$ cat config.mk
export PLATFORM = sky130hd
export DESIGN_NAME = alu_acc_ctrl
export DESIGN_NICKNAME = d
export VERILOG_FILES = /design/src/rtl/alu_acc_pkg.sv /design/src/rtl/alu_acc_mul.sv /design/src/rtl/alu_acc_ctrl.sv
export SDC_FILE = /design/constraint.sdc
export NUM_CORES = 1
export LEC_CHECK = 0
export ABC_AREA = 1
export CORE_MARGIN = 10
export CORE_UTILIZATION = 46
export CTS_CLUSTER_DIAMETER = 80
export CTS_CLUSTER_SIZE = 10
export DETAILED_ROUTE_END_ITERATION = 16
export GPL_TIMING_DRIVEN = 0
export MAX_ROUTING_LAYER = met4
export PLACE_DENSITY = 0.72
export SLEW_MARGIN = 25
export SYNTH_ARGS = -nofsm -noshare
export SYNTH_HDL_FRONTEND = slang
export SYNTH_HIERARCHICAL = 1
export SYNTH_SLANG_ARGS = --single-unit
$ cat constraint.sdc
create_clock -name clk -period 1.6 [get_ports clk]
set_input_delay 0.32 -clock clk [delete_from_list [all_inputs] [get_ports clk]]
set_output_delay 0.32 -clock clk [all_outputs]
set_load 0.03 [all_outputs]
$ cat src/rtl/alu_acc_pkg.sv
// Shared opcodes, FSM state type and default width for the accumulator controller.
package alu_acc_pkg;

    localparam int ALU_ACC_W = 4;

    localparam logic [2:0] OP_LOAD = 3'd0;
    localparam logic [2:0] OP_ADD  = 3'd1;
    localparam logic [2:0] OP_SUB  = 3'd2;
    localparam logic [2:0] OP_AND  = 3'd3;
    localparam logic [2:0] OP_OR   = 3'd4;
    localparam logic [2:0] OP_XOR  = 3'd5;
    localparam logic [2:0] OP_NOT  = 3'd6;
    localparam logic [2:0] OP_MUL  = 3'd7;

    typedef enum logic [1:0] {
        IDLE = 2'd0,
        MUL  = 2'd1,
        RESP = 2'd2
    } state_e;

endpackage

$ cat src/rtl/alu_acc_mul.sv
// Shift-add multiply iteration datapath: W steps over a 2W-bit partial product.
// Only built when ALU_ACC_MUL_EN is defined.
module alu_acc_mul
    import alu_acc_pkg::*;
#(
    parameter int W = ALU_ACC_W
) (
    input  logic           clk,
    input  logic           rst_n,
    input  logic           start,
    input  logic [W-1:0]   mcand,
    input  logic [W-1:0]   mplier,
    output logic           done,
    output logic [2*W-1:0] prod_next
);

    localparam int CW = $clog2(W + 1);

    logic           running_q, running_d;
    logic [CW-1:0]  cnt_q, cnt_d;
    logic [W-1:0]   mcand_q, mcand_d;
    logic [2*W-1:0] p_q, p_d;
    logic [W:0]     upper_sum;

    // Upper half keeps its carry so the right shift never loses the top bit.
    assign upper_sum = {1'b0, p_q[2*W-1:W]} + (p_q[0] ? {1'b0, mcand_q} : '0);
    assign prod_next = {upper_sum, p_q[W-1:1]};
    assign done      = running_q && (cnt_q == CW'(W - 1));

    always_comb begin
        running_d = running_q;
        cnt_d     = cnt_q;
        mcand_d   = mcand_q;
        p_d       = p_q;
        if (start) begin
            running_d = 1'b1;
            cnt_d     = '0;
            mcand_d   = mcand;
            p_d       = {{W{1'b0}}, mplier};
        end else if (running_q) begin
            p_d   = prod_next;
            cnt_d = cnt_q + CW'(1);
            if (done) begin
                running_d = 1'b0;
            end
        end
    end

    always_ff @(posedge clk or negedge rst_n) begin
        if (!rst_n) begin
            running_q <= 1'b0;
            cnt_q     <= '0;
        end else begin
            running_q <= running_d;
            cnt_q     <= cnt_d;
        end
    end

    always_ff @(posedge clk) begin
        mcand_q <= mcand_d;
        p_q     <= p_d;
    end

endmodule

$ cat src/rtl/alu_acc_ctrl.sv
// Accumulator controller: one command per handshake, registered response channel.
// ALU_ACC_MUL_EN enables the multi-cycle shift-add MUL for opcode 7.
module alu_acc_ctrl
    import alu_acc_pkg::*;
#(
    parameter int W = ALU_ACC_W
) (
    input  logic         clk,
    input  logic         rst_n,
    input  logic         cmd_valid,
    output logic         cmd_ready,
    input  logic [2:0]   cmd_op,
    input  logic [W-1:0] cmd_operand,
    output logic         rsp_valid,
    input  logic         rsp_ready,
    output logic [W-1:0] rsp_result,
    output logic         rsp_carry,
    output logic         rsp_lt,
    output logic         rsp_eq,
    output logic         rsp_gt,
    output logic         rsp_err,
    output logic [W-1:0] acc
);

    state_e       state_q, state_d;
    logic [W-1:0] acc_q, acc_d;
    logic         cmd_ready_q, cmd_ready_d;
    logic         rsp_valid_q, rsp_valid_d;
    logic [W-1:0] rsp_result_q, rsp_result_d;
    logic         rsp_carry_q, rsp_carry_d;
    logic         rsp_lt_q, rsp_lt_d;
    logic         rsp_eq_q, rsp_eq_d;
    logic         rsp_gt_q, rsp_gt_d;
    logic         rsp_err_q, rsp_err_d;

    logic [W:0]   add_sum, sub_sum;
    logic [W-1:0] alu_res;
    logic         alu_carry;
    logic         alu_err;

`ifdef ALU_ACC_MUL_EN
    logic           mul_start;
    logic           mul_done;
    logic [2*W-1:0] mul_prod;

    assign mul_start = (state_q == IDLE) && cmd_valid && (cmd_op == OP_MUL);

    alu_acc_mul #(.W(W)) u_mul (
        .clk       (clk),
        .rst_n     (rst_n),
        .start     (mul_start),
        .mcand     (acc_q),
        .mplier    (cmd_operand),
        .done      (mul_done),
        .prod_next (mul_prod)
    );
`endif

    // SUB carry-out is the no-borrow indication.
    assign add_sum = {1'b0, acc_q} + {1'b0, cmd_operand};
    assign sub_sum = {1'b0, acc_q} + {1'b0, ~cmd_operand} + {{W{1'b0}}, 1'b1};

    always_comb begin
        alu_res   = acc_q;
        alu_carry = 1'b0;
        alu_err   = 1'b0;
        case (cmd_op)
            OP_LOAD: alu_res = cmd_operand;
            OP_ADD:  {alu_carry, alu_res} = add_sum;
            OP_SUB:  {alu_carry, alu_res} = sub_sum;
            OP_AND:  alu_res = acc_q & cmd_operand;
            OP_OR:   alu_res = acc_q | cmd_operand;
            OP_XOR:  alu_res = acc_q ^ cmd_operand;
            OP_NOT:  alu_res = ~acc_q;
            OP_MUL: begin
                alu_res = acc_q;
`ifndef ALU_ACC_MUL_EN
                alu_err = 1'b1;
`endif
            end
        endcase
    end

    always_comb begin
        state_d      = state_q;
        acc_d        = acc_q;
        rsp_valid_d  = rsp_valid_q;
        rsp_result_d = rsp_result_q;
        rsp_carry_d  = rsp_carry_q;
        rsp_lt_d     = rsp_lt_q;
        rsp_eq_d     = rsp_eq_q;
        rsp_gt_d     = rsp_gt_q;
        rsp_err_d    = rsp_err_q;
        case (state_q)
            IDLE: begin
                if (cmd_valid) begin
                    rsp_lt_d  = acc_q < cmd_operand;
                    rsp_eq_d  = acc_q == cmd_operand;
                    rsp_gt_d  = acc_q > cmd_operand;
                    rsp_err_d = alu_err;
`ifdef ALU_ACC_MUL_EN
                    if (cmd_op == OP_MUL) begin
                        state_d = MUL;
                    end else
`endif
                    begin
                        state_d      = RESP;
                        acc_d        = alu_res;
                        rsp_result_d = alu_res;
                        rsp_carry_d  = alu_carry;
                        rsp_valid_d  = 1'b1;
                    end
                end
            end
`ifdef ALU_ACC_MUL_EN
            MUL: begin
                if (mul_done) begin
                    state_d      = RESP;
                    acc_d        = mul_prod[W-1:0];
                    rsp_result_d = mul_prod[W-1:0];
                    rsp_carry_d  = |mul_prod[2*W-1:W];
                    rsp_valid_d  = 1'b1;
                end
            end
`endif
            RESP: begin
                if (rsp_ready) begin
                    state_d     = IDLE;
                    rsp_valid_d = 1'b0;
                end
            end
            default: state_d = IDLE;
        endcase
        cmd_ready_d = (state_d == IDLE);
    end

    always_ff @(posedge clk or negedge rst_n) begin
        if (!rst_n) begin
            state_q      <= IDLE;
            acc_q        <= '0;
            cmd_ready_q  <= 1'b1;
            rsp_valid_q  <= 1'b0;
            rsp_result_q <= '0;
            rsp_carry_q  <= 1'b0;
            rsp_lt_q     <= 1'b0;
            rsp_eq_q     <= 1'b0;
            rsp_gt_q     <= 1'b0;
            rsp_err_q    <= 1'b0;
        end else begin
            state_q      <= state_d;
            acc_q        <= acc_d;
            cmd_ready_q  <= cmd_ready_d;
            rsp_valid_q  <= rsp_valid_d;
            rsp_result_q <= rsp_result_d;
            rsp_carry_q  <= rsp_carry_d;
            rsp_lt_q     <= rsp_lt_d;
            rsp_eq_q     <= rsp_eq_d;
            rsp_gt_q     <= rsp_gt_d;
            rsp_err_q    <= rsp_err_d;
        end
    end

    assign cmd_ready  = cmd_ready_q;
    assign rsp_valid  = rsp_valid_q;
    assign rsp_result = rsp_result_q;
    assign rsp_carry  = rsp_carry_q;
    assign rsp_lt     = rsp_lt_q;
    assign rsp_eq     = rsp_eq_q;
    assign rsp_gt     = rsp_gt_q;
    assign rsp_err    = rsp_err_q;
    assign acc        = acc_q;

endmodule

==> metrics.txt, run 1 <==
Req. time, crit path 1.78 ns; final worst setup slack -0.1090 ns; Routed Antenna Nets 0; Setup crit end kind register; hold crit path type input pin to asynchronous set/reset pin; largest net degree at the start of global routing 14; outcome finished with violations; FF-to-FF Start rsp_result[0]$_DFFE_PN0P_; Max Clock Freq 585.1 MHz; VDD IR max 0.7535 mV; gr busiest metal met2; clock sinks 13; crit path DAT 1.89 ns; sw power 762.5 uW; vias in the first global route 1160; critical path class register to register; Yosys top cell area share 0.2446; count of input and output buffers 23; Clock power frac 0.126; Rows 18; CTS tree yes; total power 1649 uW; worst reg2reg path endpoint rsp_result[2]$_DFFE_PN0P_; leak pwr 0.0008553 uW; multi-input logic area 823.3 um2; Detailed Route WL 2.888 mm; routability cong. 0.8791; Post-synth EDFFs 0; register area share after synthesis 0.2661; Final Hold Vio Count 0; clk_lat worst skew 0.28 ns; nets 222; final core utilization 0.6409; M3 GR Usage 0.03994; clock tree buffer depth 2; DPL Wire Length 2.338 mm; synth unique cells 27; H-Tree Depth 1; Die ar. 5134 um2; post-synthesis cell area 1227 um2; final std cells w/o fill 226; post-synthesis cell count 165; Iter 0 DRT Violations 65; Post-synth top cells nand2_1 (39), inv_1 (26), nand3_1 (18); via count 1163; syn_nets 190; Cells after DPL 218; CP cell instances inv_2 -> ha_4 -> inv_2 -> fa_2 -> xor2_1 -> o21ai_1 -> nor2_1 -> nand2_1 -> nand2_1 -> nand2_1; GR Overflow Total 0; Crit Path Max Fanout 4; ANT cells 0; cts bufs inserted 3; worst relative slew slack 0.6224; CP peak stage delay 0.45 ns; share of cells above drive strength 1 0.2551; first-pass GRT wire length 4.981 mm; RSZ-0062 raised after global routing true; chip width 71.66 um; DR DRC count 0; count leader, synth nand2_1; grt met2 use 0.1980; Post-synth ARST share 1.000; Core Area 2522 um2; Clk pin slew, worst setup/hold paths 0.08 ns; M1 GR Usage 0.1374; crit start category register; Initial Util 0.4866; crit-path most repeated cell nand2_1; Power Density 1020 nW/um2; initial antenna violation count 0; total iterations of the first detailed-routing run 4; Worst Max-Slew Pin Slew 0.5647 ns; r2r worst-path depth 10; chip height 71.66 um; Seq pwr share 0.288; mean routed wirelength per cell 12.78 um; cell taking the most area after synthesis dfrtp_1; R2R setup slack -0.11 ns; final setup violation count 2; Cell Int Power 886.8 uW; Seq cells post-synth 13; Reg area 330.3 um2; root buf cell clkbuf_4; area grow syn2layout 31.70%; dominant synthesized flop cell dfrtp_1; final worst path period share 1.068; Tmin final 1.709 ns; # IOs 26; warnings from Yosys 6; Worst Skew 0.006275 ns; Slew Limit Fails 0; Fillers 232; slowest CP cell dfrtp_2; Synth area leaders dfrtp_1 (24%), ha_1 (12%), nand2_1 (12%), inv_1 (8.0%), nand3_1 (7.3%); Max Cap Viol 0; vias per cell 5.146; Switching Fraction 0.4623; combinational share of power 0.586; CTS Hold Bufs 0; Syn Area/Cell 7.439 um2; failing checks negative setup slack; GR Util All Layers 0.1191
placed cells by master (no fill, tap or decap):
cell	synthesis	routed
a21oi_1	8	6
a21oi_2	1	3
buf_4	5	10
buf_6	2	2
clkbuf_1	0	1
clkbuf_2	0	1
clkbuf_4	0	3
clkdlybuf4s50_1	0	6
conb_1	1	1
dfrtp_1	12	9
dfrtp_2	0	3
dfstp_2	1	1
dlygate4sd2_1	0	15
fa_2	0	2
ha_1	12	8
ha_4	0	4
inv_1	26	21
inv_2	2	7
nand2_1	39	38
nand2_2	0	1
nand2_4	3	3
nand3_1	18	15
nand3_2	0	3
nand3_4	1	1
nand4_1	4	4
nor2_1	10	10
nor2_4	1	1
nor2_8	2	2
nor3_1	2	2
nor3b_2	0	1
o211ai_1	1	1
o21a_1	1	1
o21ai_0	7	6
o21ai_1	0	1
or2_4	1	2
xor2_1	1	1
layer usage:
layer	up-vias	wire length, um
li1	583	-
met1	528	1225
met2	45	1419
met3	7	216
met4	0	26
met5	-	0
power groups by stage:
stage                     Sequential [uW]  Combinational (uW)  Clock [uW]
after detailed placement              487                 943           0
after global routing                  488                1060         231
final                                 474                 967         208
after global placement                484                 928           0
after floorplan                       602                 505           0
after CTS                             477                 945         213
state kept, by name, indices dropped and copies added, names as in the netlist:
register	cells
rsp_result	4
state_q	2
rsp_err	1
rsp_gt	1
rsp_lt	1
rsp_valid	1
rsp_eq	1
rsp_carry	1
cmd_ready	1
stage by stage:
step,TNS (ns),worst slack [ns],hold slack [ns],area [um2]
2_1_floorplan,-0.1760,-0.1018,0.02441,1265
3_3_place_gp,-2.438,-0.4907,0.4685,1533
3_5_place_dp,-2.552,-0.5152,0.4776,1533
4_1_cts,-0.07855,-0.07855,0.4172,1598
5_1_grt,-0.7090,-0.1789,0.4219,1617
6_report,-0.1756,-0.1090,0.3929,1617
worst max-delay path, delay by kind of cell, from the launching register on:
kind | cells | cell delay (ns)
xor gates and xnor gates | 1 | 0.19
adders and majority gates | 2 | 0.47
buffers and inverters | 2 | 0.13
and+or+nand+nor | 4 | 0.29
DFF | 1 | 0.45
AOI/OAI and AO/OA | 1 | 0.08
area by class of cell:
type	count	share of cell area
Clock buffer	4	0.01625
Multi-Input combinational cell	117	0.5093
Inverter	28	0.06502
Tap cell	30	0.02322
Buffer	7	0.03715
Timing Repair Buffer	27	0.1447
Sequential cell	13	0.2043
logic make-up after synthesis:
kind of cell    count (synthesis)  share of synthesized area
simple gates                   83                     0.3537
buf+inv                        35                     0.1346
compound gates                 18                    0.08053
fa+ha+maj                      14                     0.1549
flops                          13                     0.2661
xor+xnor                        1                   0.007137
other cells                     1                   0.003055
worst max-delay path by stage:
| stage | start | endpoint | slack (ns) | cells past startpoint |
|---|---|---|---|---|
| after CTS | rsp_result[0]$_DFFE_PN0P_ | rsp_result[2]$_DFFE_PN0P_ | -0.08 | 9 |
| after floorplan | rsp_result[0]$_DFFE_PN0P_ | rsp_result[2]$_DFFE_PN0P_ | -0.10 | 9 |
| after global routing | rsp_result[0]$_DFFE_PN0P_ | rsp_result[2]$_DFFE_PN0P_ | -0.18 | 10 |
| after global placement | cmd_operand[0] | rsp_result[2]$_DFFE_PN0P_ | -0.49 | 10 |
| final | rsp_result[0]$_DFFE_PN0P_ | rsp_result[2]$_DFFE_PN0P_ | -0.11 | 10 |
| after detailed placement | cmd_operand[0] | rsp_result[2]$_DFFE_PN0P_ | -0.52 | 10 |
what timing repair did:
item | CTS | global route
setup endpoints to repair | 19 | 7
resized for setup | 27 | 6
setup buffers | 3 | 1
pin swaps | 5 | 3
(Power assumes the default switching activity.)
==> run 2: changes to the inputs <==
--- a/config.mk
+++ b/config.mk
@@ -14,7 +14,6 @@
 export GPL_TIMING_DRIVEN = 0
 export MAX_ROUTING_LAYER = met4
 export PLACE_DENSITY = 0.72
-export SLEW_MARGIN = 25
 export SYNTH_ARGS = -nofsm -noshare
 export SYNTH_HDL_FRONTEND = slang
 export SYNTH_HIERARCHICAL = 1
==> results of run 2 <==
Final layout, timing and power as in run 1 (identical DEF).
==> run 3: changes to the inputs <==
--- a/config.mk
+++ b/config.mk
@@ -13,7 +13,7 @@
 export DETAILED_ROUTE_END_ITERATION = 16
 export GPL_TIMING_DRIVEN = 0
 export MAX_ROUTING_LAYER = met4
-export PLACE_DENSITY = 0.72
+export PLACE_DENSITY = 0.87
 export SYNTH_ARGS = -nofsm -noshare
 export SYNTH_HDL_FRONTEND = slang
 export SYNTH_HIERARCHICAL = 1
==> metrics.txt, run 3 (same netlist as run 1, synthesis figures left out) <==
Core Area 2522 um2 (unchanged); routability cong. 0.9331 (+6.1%); Seq pwr share 0.278 (-0.010); RSZ-0062 raised after global routing true; nets 222 (unchanged); outcome finished with violations; share of cells above drive strength 1 0.2908 (+0.03571); ANT cells 0 (unchanged); final setup violation count 4 (+2); Post-DP Area 1533 um2 (unchanged); combinational share of power 0.604 (+0.018); critical path class register to register; vias in the first global route 1187 (+2.3%); Setup crit end kind register; mean routed wirelength per cell 13.58 um (+6.3%); # IOs 26 (unchanged); Final Hold Vio Count 0 (unchanged); Crit Path Max Fanout 3 (-1); Switching Fraction 0.4603 (-0.002040); post-route cell area 1654 um2 (+2.3%); crit start category register; setup TNS -0.2133 ns (-0.03768 ns); GR Overflow Total 0 (unchanged); Iter 0 DRT Violations 38 (-42%); most common cell after layout, fill and taps aside nand2_1; chip width 71.66 um (unchanged); CTS Hold Bufs 0 (unchanged); Fillers 214 (-7.8%); first-pass GRT wire length 4.926 mm (-1.1%); Initial Util 0.4866 (unchanged); area grow syn2layout 34.76%; total power 1707 uW (+3.5%); failing checks negative setup slack; count of input and output buffers 23 (unchanged); r2r worst-path depth 11 (+1); initial antenna violation count 0 (unchanged); worst reg2reg path endpoint rsp_carry$_DFFE_PN0P_; root buf cell clkbuf_4; Reg area 330.3 um2 (unchanged); Max Cap Viol 0 (unchanged); Worst Skew 0.0008260 ns (-0.005449 ns); FF-to-FF Start rsp_result[0]$_DFFE_PN0P_; Max Clock Freq 592.6 MHz (+1.3%); hold crit path type input pin to asynchronous set/reset pin; clock sinks 13 (unchanged); sw power 785.7 uW (+3.0%); chip height 71.66 um (unchanged); cts bufs inserted 3 (unchanged); highest-count cells in the layout ignoring fill and taps nand2_1 (36), inv_1 (18), nand3_1 (15); DR DRC count 0 (unchanged); Tmin final 1.688 ns (-0.02146 ns); crit-path most repeated cell inv_2; crit path DAT 1.85 ns (-0.04 ns); R2R setup slack -0.09 ns (+0.02 ns); worst relative slew slack 0.6453 (+0.02291); final worst setup slack -0.08752 ns (+0.02146 ns); Rows 18 (unchanged); DPL Wire Length 2.334 mm (-0.19%); Cell Int Power 921.3 uW (+3.9%); slowest CP cell dfrtp_2; Req. time, crit path 1.76 ns (-0.02 ns); multi-input logic area 847.1 um2 (+2.9%); max reg flops 4 (unchanged); WHS 0.3844 ns (-0.008515 ns); CP peak stage delay 0.45 ns (about the same); via count 1189 (+2.2%); Worst Max-Slew Pin Slew 0.5304 ns (-0.03426 ns); VDD IR max 0.8982 mV (+19%); Detailed Route WL 3.069 mm (+6.3%); leak pwr 0.0008711 uW (+1.9%); GR Util All Layers 0.1163 (-0.002756); final worst path period share 1.055 (-0.01342); Slew Limit Fails 0 (unchanged); Die ar. 5134 um2 (unchanged); clk_lat worst skew 0.28 ns (about the same); CP cell instances inv_2 -> ha_4 -> inv_2 -> fa_2 -> buf_6 -> nand3_2 -> nand2_2 -> nand2_2 -> inv_2 -> nand2_1 -> o211ai_1; largest net degree at the start of global routing 14 (unchanged); Power Density 1032 nW/um2 (+1.1%); total iterations of the first detailed-routing run 4 (unchanged); vias per cell 5.261 (+2.2%); H-Tree Depth 1 (unchanged); CTS tree yes; Clk pin slew, worst setup/hold paths 0.07 ns (about the same); Routed Antenna Nets 0 (unchanged); Clock power frac 0.117 (-0.009); pre-CTS WS -0.5024 ns (+0.01279 ns); clock tree buffer depth 2 (unchanged)
-- run 3: worst max-delay path by stage --
stage                              start                         to  slack [ns]  depth (start not counted)
2_1_floorplan  rsp_result[0]$_DFFE_PN0P_  rsp_result[2]$_DFFE_PN0P_       -0.10                          9
3_3_place_gp              cmd_operand[0]  rsp_result[2]$_DFFE_PN0P_       -0.49                         10
3_5_place_dp              cmd_operand[0]  rsp_result[2]$_DFFE_PN0P_       -0.50                         10
4_1_cts        rsp_result[0]$_DFFE_PN0P_  rsp_result[2]$_DFFE_PN0P_       -0.09                         10
5_1_grt        rsp_result[0]$_DFFE_PN0P_  rsp_result[2]$_DFFE_PN0P_       -0.24                          9
6_report       rsp_result[0]$_DFFE_PN0P_      rsp_carry$_DFFE_PN0P_       -0.09                         11
-- run 3: area by class of cell --
cell class                 count  share of cell area
multi-input combinational    117              0.5121
sequential                    13              0.1997
timing repair buffer          27              0.1483
inverter                      28             0.06505
buffer                         7             0.03631
tap                           30             0.02269
clock buffer                   4             0.01588
-- run 3: repair_timing --
item                                    CTS  global route
buffers inserted                          3             1
pin swaps                                 3             3
endpoints found under the setup margin   20             6
resized for setup                        28            19
-- run 3: power groups by stage --
stage / combinational [uW] / sequential, uW / clock [uW]
finish: 1030 / 475 / 200
global route: 1140 / 486 / 223
CTS: 954 / 475 / 202
detailed placement: 939 / 487 / 0
global placement: 922 / 485 / 0
floorplan: 505 / 602 / 0
-- run 3: per-stage QoR --
step           instances    util
2_1_floorplan        165       -
3_3_place_gp         218  0.6076
3_5_place_dp         218  0.6076
4_1_cts              225  0.6300
5_1_grt              226  0.6558
6_report             226  0.6558
-- run 3: per-layer routing --
metal,global-route usage,wire [um],vias up,part of all wire
met4,0.03226,44,0,0.014
met3,0.03444,166,7,0.054
met2,0.2078,1658,30,0.54
met1,0.1204,1199,570,0.39
li1,-,-,582,-
met5,-,0,-,0
-- run 3: worst max-delay path: cells and delay by family (launching register included) --
kind / cells / cell delay, ns
simple gates: 4 / 0.26
buf+inv: 4 / 0.30
fa+ha+maj: 2 / 0.48
flops: 1 / 0.45
compound gates: 1 / 0.08
